$ cat config.mk
export PLATFORM = sky130hd
export DESIGN_NAME = dds_phase_gen
export DESIGN_NICKNAME = d
export VERILOG_FILES = /design/src/rtl/dds_pkg.sv /design/src/rtl/dds_mod_add.sv /design/src/rtl/dds_phase_gen.sv
export SDC_FILE = /design/constraint.sdc
export NUM_CORES = 1
export LEC_CHECK = 0
export BUFFER_PORTS_ARGS = -buffer_cell sky130_fd_sc_hd__buf_2
export CORE_UTILIZATION = 30
export CTS_CLUSTER_SIZE = 28
export DETAILED_ROUTE_END_ITERATION = 6
export PLACE_DENSITY_LB_ADDON = 0.2
export SYNTH_ARGS = -nofsm -noshare
export SYNTH_HDL_FRONTEND = slang
export SYNTH_SLANG_ARGS = --single-unit
$ cat constraint.sdc
create_clock -name clk -period 9.5 [get_ports clk]
set_input_delay 2.85 -clock clk [delete_from_list [all_inputs] [get_ports clk]]
set_output_delay 2.85 -clock clk [all_outputs]
set_load 0.03 [all_outputs]
$ cat src/rtl/dds_pkg.sv
// Shared constants, FSM state type and the mod-36000 fold used by the DDS phase generator.
package dds_pkg;

  localparam int unsigned ANGLE_FULL = 36000;
  localparam int unsigned ANGLE_HALF = 18000;
  localparam int unsigned CORDIC_LAT = 10;

  typedef enum logic [1:0] {
    IDLE,
    PRIME,
    RUN
  } state_t;

  // Valid only for x < 2*ANGLE_FULL: a single conditional subtract.
  function automatic logic [15:0] mod_full(input logic [16:0] x);
    logic [16:0] r;
    r = (x >= 17'(ANGLE_FULL)) ? x - 17'(ANGLE_FULL) : x;
    return r[15:0];
  endfunction

endpackage

$ cat src/rtl/dds_mod_add.sv
// Combinational a + b + cin modulo 36000; both operands must already be below 36000.
module dds_mod_add
  import dds_pkg::*;
(
  input  logic [15:0] a,
  input  logic [15:0] b,
  input  logic        cin,
  output logic [15:0] sum
);

  logic [16:0] raw;

  always_comb begin
    raw = {1'b0, a} + {1'b0, b} + {16'b0, cin};
    sum = mod_full(raw);
  end

endmodule

$ cat src/rtl/dds_phase_gen.sv
// DDS phase accumulator: centi-degree angle held for a programmable sample period, with a
// CORDIC-valid strobe. Define DDS_PHASE_SWEEP_EN to add a cfg_step input for sawtooth chirps.
module dds_phase_gen #(
  parameter int unsigned FRAC_W     = 16,
  parameter int unsigned DIV_W      = 8,
  parameter int unsigned CORDIC_LAT = dds_pkg::CORDIC_LAT
) (
  input  logic                clk,
  input  logic                rst_n,
  input  logic                en,
  input  logic                cfg_valid,
  output logic                cfg_ready,
  input  logic [16+FRAC_W-1:0] cfg_ftw,
  input  logic [15:0]         cfg_offset,
  input  logic [DIV_W-1:0]    cfg_div,
`ifdef DDS_PHASE_SWEEP_EN
  input  logic [16+FRAC_W-1:0] cfg_step,
`endif
  output logic [15:0]         angle,
  output logic                cordic_start,
  output logic                sample_valid,
  output logic                cfg_err
);
  import dds_pkg::*;

  localparam int unsigned FTW_W = 16 + FRAC_W;
  localparam logic [DIV_W-1:0] DIV_MIN = DIV_W'(CORDIC_LAT + 1);
  localparam logic [FTW_W-1:0] FTW_MAX = {16'(ANGLE_HALF - 1), {FRAC_W{1'b1}}};

  state_t state, state_next;

  logic [DIV_W-1:0]  cnt, div, sh_div, acc_div_c;
  logic [15:0]       acc_int, acc_int_next, offset, sh_off, off_eff, angle_next, acc_off_c;
  logic [FRAC_W-1:0] acc_frac, acc_frac_next;
  logic              frac_carry;
  logic [FTW_W-1:0]  ftw, sh_ftw, ftw_eff, ftw_upd, acc_ftw_c;
  logic              pending, period_end, update, apply, clamp;
`ifdef DDS_PHASE_SWEEP_EN
  localparam logic [FTW_W:0] SWEEP_LIM = {1'b0, 16'(ANGLE_HALF), {FRAC_W{1'b0}}};
  logic [FTW_W-1:0] step, sh_step, step_eff, base, base_eff;
  logic [FTW_W:0]   sweep_sum;
`endif

  dds_mod_add u_acc_add (
    .a   (acc_int),
    .b   (ftw_eff[FTW_W-1:FRAC_W]),
    .cin (frac_carry),
    .sum (acc_int_next)
  );

  dds_mod_add u_off_add (
    .a   (acc_int_next),
    .b   (off_eff),
    .cin (1'b0),
    .sum (angle_next)
  );

  always_ff @(posedge clk or negedge rst_n) begin
    if (!rst_n) state <= IDLE;
    else        state <= state_next;
  end

  always_comb begin
    state_next = state;
    unique case (state)
      IDLE:    if (en) state_next = PRIME;
      PRIME:   state_next = RUN;
      RUN:     if (!en) state_next = IDLE;
      default: state_next = IDLE;
    endcase
  end

  always_comb begin
    cordic_start = (state != IDLE);
    sample_valid = (state == RUN) && (cnt == DIV_W'(CORDIC_LAT));
    cfg_ready    = !pending;
  end

  // A pending shadow is consumed by the same edge that uses it, so the update sees it directly.
  always_comb begin
    ftw_eff    = pending ? sh_ftw : ftw;
    off_eff    = pending ? sh_off : offset;
    {frac_carry, acc_frac_next} = {1'b0, acc_frac} + {1'b0, ftw_eff[FRAC_W-1:0]};
    period_end = (cnt == div - DIV_W'(1));
    update     = (state == RUN) && en && period_end;
    apply      = pending && ((state == PRIME) || update);
`ifdef DDS_PHASE_SWEEP_EN
    step_eff   = pending ? sh_step : step;
    base_eff   = pending ? sh_ftw : base;
    sweep_sum  = {1'b0, ftw_eff} + {1'b0, step_eff};
    ftw_upd    = (sweep_sum >= SWEEP_LIM) ? base_eff : sweep_sum[FTW_W-1:0];
`else
    ftw_upd    = ftw_eff;
`endif
    acc_ftw_c  = (cfg_ftw[FTW_W-1:FRAC_W] >= 16'(ANGLE_HALF)) ? FTW_MAX : cfg_ftw;
    acc_off_c  = (cfg_offset >= 16'(ANGLE_FULL)) ? cfg_offset - 16'(ANGLE_FULL) : cfg_offset;
    acc_div_c  = (cfg_div < DIV_MIN) ? DIV_MIN : cfg_div;
    clamp      = (cfg_ftw[FTW_W-1:FRAC_W] >= 16'(ANGLE_HALF)) ||
                 (cfg_offset >= 16'(ANGLE_FULL)) || (cfg_div < DIV_MIN);
  end

  always_ff @(posedge clk or negedge rst_n) begin
    if (!rst_n) begin
      acc_int  <= '0;
      acc_frac <= '0;
      cnt      <= '0;
      angle    <= '0;
      ftw      <= '0;
      offset   <= '0;
      div      <= DIV_MIN;
      pending  <= 1'b0;
      sh_ftw   <= '0;
      sh_off   <= '0;
      sh_div   <= DIV_MIN;
      cfg_err  <= 1'b0;
`ifdef DDS_PHASE_SWEEP_EN
      step     <= '0;
      sh_step  <= '0;
      base     <= '0;
`endif
    end else begin
      if (state == PRIME) begin
        acc_int  <= '0;
        acc_frac <= '0;
        cnt      <= '0;
        angle    <= off_eff;
      end else if (state == RUN && en) begin
        if (period_end) begin
          acc_int  <= acc_int_next;
          acc_frac <= acc_frac_next;
          angle    <= angle_next;
          cnt      <= '0;
        end else begin
          cnt <= cnt + DIV_W'(1);
        end
      end

      if (update)     ftw <= ftw_upd;
      else if (apply) ftw <= sh_ftw;

      if (apply) begin
        offset <= sh_off;
        div    <= sh_div;
`ifdef DDS_PHASE_SWEEP_EN
        step   <= sh_step;
        base   <= sh_ftw;
`endif
      end

      if (pending) begin
        if (apply) pending <= 1'b0;
      end else if (cfg_valid) begin
        sh_ftw  <= acc_ftw_c;
        sh_off  <= acc_off_c;
        sh_div  <= acc_div_c;
`ifdef DDS_PHASE_SWEEP_EN
        sh_step <= cfg_step;
`endif
        pending <= 1'b1;
        if (clamp) cfg_err <= 1'b1;
      end
    end
  end

endmodule

## Word level (Yosys, flattened, before mapping)

Cells that the tools add are included.

- Bits in registers: 172
- Input bits: 60
- Output and inout port bits: 20
- Logic and storage cells: 78

- $add $sub $neg: 9
- $lt $le $gt $ge: 5
- Equal/unequal tests: 6
- Multiplexer cells: 27
- Bitwise operators: 1
- Reductions and logical operators: 17

Operator list:

| operator | number |
|---|---|
| two-way mux 16 bit | 13 |
| two-way mux 32 bit | 4 |
| adder 16 x 16 -> 17 bit | 3 |
| subtractor 16 bit, second input constant | 3 |
| greater-or-equal comparator 17 x 16 -> 1 bit, second input constant | 2 |
| two-way mux 8 bit | 4 |
| adder 17 x 1 -> 17 bit | 1 |
| greater-or-equal comparator 16 x 15 -> 1 bit, second input constant | 1 |
| greater-or-equal comparator 16 bit, second input constant | 1 |
| adder 8 x 1 -> 8 bit, second input constant | 1 |
| equality test 8 x 4 -> 1 bit, second input constant | 1 |
| equality test 8 bit | 1 |
| less-than comparator 8 x 4 -> 1 bit, second input constant | 1 |
| nonzero test 2 bit | 4 |
| subtractor 8 x 1 -> 8 bit, second input constant | 1 |
| case mux 2 bit (3 select lines) | 1 |
| AND reduction 2 bit | 3 |
| logical AND 1 bit | 4 |
| two-way mux 2 bit | 2 |
| != test 2 bit, second input constant | 2 |
| logical OR 1 bit | 3 |
| two-way mux 1 bit | 3 |
| AND reduction 3 bit | 1 |
| equality test 2 x 1 -> 1 bit, second input constant | 1 |
| other kinds (4) | 4 |

## Logic depth before layout (Yosys ltp)

- Depth in word-level cells: 11
- Gate-level depth with buffers: 44
- Depth with buffers taken out: 41

## By module

From an unflattened synthesis, not the netlist that was laid out.

- Cells, all modules: 1231
- Area total of the unflattened synthesis: 11521.0 um^2

Modules (own cells, without submodules):

| module | instances | cells an instance | area each (um^2) | sequential area each (um^2) |
|---|---|---|---|---|
| dds_phase_gen | 1 | 924 | 9188.8 | 4311.6 |
| dds_mod_add (u_off_add) | 1 | 156 | 1208.7 | 0.0 |
| dds_mod_add (u_acc_add) | 1 | 151 | 1123.6 | 0.0 |

## Worst setup path after synthesis

No wires, ideal clock.

- Path type: register -> register
- Start point: register pending
- End point: register angle[13]
- Setup time: 0.118 ns
- Data arrival time: 8.779 ns
- Data required time: 9.382 ns
- Slack: 0.603 ns
- Stages on the path, launching flop included: 44
- Buffers on the path: 4
- Period minus slack after synthesis: 8.897 ns
- Cells stage by stage: dfrtp_1 > clkbuf_1 > clkbuf_1 > clkbuf_1 > mux2i_1 > fa_1 > nor2b_1 > o21ai_0 > a21oi_1 > o21ai_0 > nand2b_1 > a31oi_1 > o211ai_1 > a31oi_1 > nor2_1 > a211oi_1 > fa_1 > fa_1 > (+8 left out) > o21ai_4 > xnor2_1 > ha_1 > buf_6 > and3_1 > a221o_1 > nor2_2 > xnor2_1 > inv_1 > ha_1 > nor3_1 > a22oi_1 > a2111oi_0 > nor4_2 > a21oi_4 > o21ai_1 > xnor2_1 > a21o_1

- Longest elaborated chain between the ends: 11
- Elaborated cells on any way between the ends: 15
- Classes of those cells: add/sub: 6; order compare: 2; mux: 7

Ends and longest elaborated chain:

| element | line | text |
|---|---|---|
| from (decl) | dds_phase_gen.sv:37 | `logic pending, period_end, update, apply, clamp;` |
| from (signal assigned) | dds_phase_gen.sv:111 | `pending <= 1'b0;` |
| from (signal assigned) | dds_phase_gen.sv:151 | `if (apply) pending <= 1'b0;` |
| from (signal assigned) | dds_phase_gen.sv:159 | `pending <= 1'b1;` |
| two-way mux 32 bit | dds_phase_gen.sv:81 | `ftw_eff = pending ? sh_ftw : ftw;` |
| adder 16 x 16 -> 17 bit, on equally long branches | dds_mod_add.sv:14, dds_phase_gen.sv:83 |  |
| adder 17 x 1 -> 17 bit | dds_mod_add.sv:14 | `raw = {1'b0, a} + {1'b0, b} + {16'b0, cin};` |
| subtractor 16 bit or greater-or-equal comparator 17 x 16 -> 1 bit (tied branches) | dds_pkg.sv:17 | `r = (x >= 17'(ANGLE_FULL)) ? x - 17'(ANGLE_FULL) : x;` |
| two-way mux 16 bit | dds_pkg.sv:17 |  |
| adder 16 x 16 -> 17 bit | dds_mod_add.sv:14 |  |
| subtractor 16 bit or greater-or-equal comparator 17 x 16 -> 1 bit (tied branches) | dds_pkg.sv:17 |  |
| two-way mux 16 bit | dds_pkg.sv:17 |  |
| two-way mux 16 bit | dds_phase_gen.sv:128 | `if (period_end) begin` |
| two-way mux 16 bit | dds_phase_gen.sv:127 | `end else if (state == RUN && en) begin` |
| two-way mux 16 bit (*) | dds_phase_gen.sv:122 | `if (state == PRIME) begin` |
| to (signal assigned) | dds_phase_gen.sv:131 | `angle <= angle_next;` |
| to (decl) | dds_phase_gen.sv:19 | `output logic [15:0] angle,` |

Every way passes the cells marked *; elsewhere a longest branch is shown, timed or not. The select of a mux whose other input is x is not followed.
A chain may end at the register's enable or synchronous reset.

## Final worst setup path

Same ends and word-level chain as after synthesis.

==> out/results.ini <==
[power_and_ir_drop]
fin_total_pwr_mw = 4.67
p_leak_nw = 5.75
irDropWorstVdd_mv = 0.234
powerDensity_nw_per_um2 = 375

[setup_path]
cp-end-kind = register
cp.required_ns = 9.84
critPathKind = register to register
cp.depth = 42
worst-r2r-cell-count = 42
cp_max_fo = 10
rrSetupSlack_ns = 0.77
worst-path-buf-inv = 4
crit_arrival_ns = 9.07
slowest_delay_ns = 0.45
cp-start-kind = register
critPathSlowestCell = dfrtp_2
crit_family = compound AO/OA/AOI/OAI gates

[clock_tree]
clk_latency_ns = 0.44
cts_hold_buf = 0
tritoncts = built
cts_sinks = 172
clock_path_buffers = 2
clkSlewWorstSetupHoldPaths_ns = 0.07
root_buffer = clkbuf_16
numCtsBuffers = 17
htreeDepth = 4

[floorplan]
num_rows = 69
initial_utilization_pct = 30.5
die-area_um2 = 37000
core-area_um2 = 35700
die_y_um = 192
dieWidth_um = 192
ioPinCount = 80

[global_route]
grt_max_degree = 68
grt_pass1_vias = 8357
antenna_found_initial = 0
overflow = 0
track_usage_pct = 15.9
grt_pass1_wl_mm = 45.8

[detailed_routing]
via_count = 8689
drtAntennaViolNets = 0
drc = 7
via_per_inst = 5.18
dr.pass1.iters = 7
wl_per_cell_um = 16.9
drtIter0Drc = 416
finalWirelength_mm = 28.4

[timing]
rsz0062_at_grt = false
fmax_ghz = 0.114
finalCritPeriodShare_pct = 91.9
period_needed_ns = 8.73
slew_headroom_pct = 22.9
slew_violations = 0
tightest_slew_ns = 1.15
clock_skew_ns = 0.0118
setup_tns_ns = 0
hold_violations = 0
finalSetupViolations = 0

[status]
status = finished with violations
violations = DRC

[cells_and_area]
nNetsFinal = 1322
seq_area_um2 = 4310
post-route-util_pct = 34.9
multi_input_area_um2 = 6240
fillers = 3646
diodes = 0
final_cell_mix = 165 x dfrtp_1, 154 x nand2_1, 101 x mux2_2
drive_gt1_share_pct = 22.2
syn2layout_area_growth_pct = 14.4
mostFrequentLayoutCell = dfrtp_1

[logic_synthesis]
async_flop_share_pct = 100
synthFlopType = dfrtp_1
yosys_register_bits = 172
synth_enable_flop_cells = 0
syn_area_um2 = 10900
ys_seq_area_share_pct = 39.6
yosys_warnings = 0
synth_cell_types = 80
synth_nets = 1260
syn_avg_cell_area_um2 = 9.52
syn_inst = 1143

[place]
portBuffers = 79
gp_congestion = 0.821
hpwl_mm = 20.3

[worst_hold_path]
hp-class = register to register
hold_path_depth = 2

[run]
maxCapViolCount = 0

-- report_power, final --
part / total (mW) / leakage (nW) / internal (mW) / switching [mW]
logic: 2.73 / 3.28 / 1.17 / 1.56
clock network: 0.741 / 0.299 / 0.419 / 0.322
registers: 1.20 / 2.17 / 1.01 / 0.194
total: 4.67 / 5.75 / 2.59 / 2.08
-- stage by stage --
stage / setup WS, ns / hold slack, ns / instance area (um2) / cells
after global placement: 0.518 / 0.443 / 11800 / 1644
after detailed placement: 0.263 / 0.446 / 11800 / 1644
after global routing: 0.0552 / 0.478 / 12400 / 1679
after floorplan: 0.603 / 0.433 / 10900 / 1143
after CTS: 0.221 / 0.457 / 12400 / 1676
final: 0.766 / 0.456 / 12400 / 1679
-- worst paths after layout --
kind                              end      start
setup / recovery            angle[13]    pending
hold / removal              sh_div[1]  sh_div[1]
setup reg to reg            angle[13]    pending
hold reg to reg             sh_div[1]  sh_div[1]
max in group asynchronous     pending      rst_n
min in group asynchronous  sh_ftw[25]      rst_n
-- registers in the layout (all words and copies together), names as in the netlist --
name      count
state         2
acc_frac     16
cnt           8
div           8
offset       16
angle        16
sh_div        8
sh_off       16
ftw          32
pending       1
acc_int      16
sh_ftw       32
cfg_err       1
-- worst reg2reg max path, delay by kind of cell, from the launching register on --
family	cells	cell delay, ns
AO/OA/AOI/OAI	20	3.90
adder cells (fa/ha/maj)	6	1.92
AND/OR/NAND/NOR	8	1.12
XOR/XNOR	3	0.55
flip-flops	1	0.45
buffers and inverters	4	0.45
multiplexers	1	0.24
-- Yosys cell counts (3+ instances only) --
cell / n / share of area, %
a21oi_1: 28 / 1.3
fa_1: 4 / 0.74
nor4b_1: 3 / 0.24
or4_1: 5 / 0.35
o31a_1: 5 / 0.40
mux2i_1: 7 / 0.64
a211oi_1: 10 / 0.69
xor2_1: 24 / 1.9
a31oi_1: 4 / 0.23
a22oi_1: 11 / 0.76
clkbuf_1: 42 / 1.4
nor2_1: 52 / 1.8
buf_1: 3 / 0.10
o21a_1: 10 / 0.69
and2_1: 9 / 0.52
nand2_1: 155 / 5.3
dfrtp_1: 166 / 38
and3_1: 17 / 0.98
o22ai_1: 5 / 0.29
inv_1: 36 / 1.2
o21ai_0: 92 / 4.2
a21o_1: 21 / 1.4
nor3_1: 24 / 1.1
or3_1: 4 / 0.23
or2_2: 5 / 0.29
xnor2_1: 43 / 3.5
o31ai_1: 6 / 0.41
o211ai_1: 15 / 1.0
a22o_1: 4 / 0.32
nand4_1: 6 / 0.35
nand3_1: 46 / 2.1
nand2b_1: 8 / 0.46
nor2b_1: 11 / 0.63
a21boi_0: 3 / 0.21
o21bai_1: 6 / 0.41
a211o_1: 6 / 0.48
a221o_1: 9 / 0.83
buf_2: 7 / 0.32
ha_1: 53 / 6.1
o21ai_1: 10 / 0.46
dfstp_2: 6 / 1.4
nor3b_1: 6 / 0.41
nor4_1: 7 / 0.40
mux2_2: 101 / 10
-- metal layers --
metal / up-vias / wire (um) / GRT usage, %
li1: 4247 / - / -
met5: - / 0 / 0
met1: 4269 / 14400 / 23.0
met3: 15 / 1000 / 2.60
met2: 158 / 12700 / 24.7
met4: 0 / 281 / 3.33
-- layout make-up --
type | instances | share of cell area [%]
clock inverter | 15 | 1.50
timing repair buffer | 98 | 4.51
clock buffer | 17 | 3.42
tap | 461 | 4.64
sequential | 172 | 34.7
multi-input combinational | 880 | 50.2
inverter | 36 | 1.09
-- timing repair --
item	4_1_cts	5_1_grt
setup buffers	0	3
gates resized for setup	0	7
setup endpoints to repair	0	11
-- logic make-up (layout without fill, tap and decap cells) --
| group | Yosys count | in the layout | synth area share [%] |
|---|---|---|---|
| adders and majority gates | 57 | 57 | 6.83 |
| buffers and inverters | 91 | 166 | 3.39 |
| DFF | 172 | 172 | 39.6 |
| xor gates and xnor gates | 68 | 68 | 5.54 |
| and+or+nand+nor | 371 | 371 | 16.2 |
| muxes | 108 | 108 | 11.1 |
| AOI/OAI and AO/OA | 276 | 276 | 17.3 |
(Power assumes the default switching activity.)
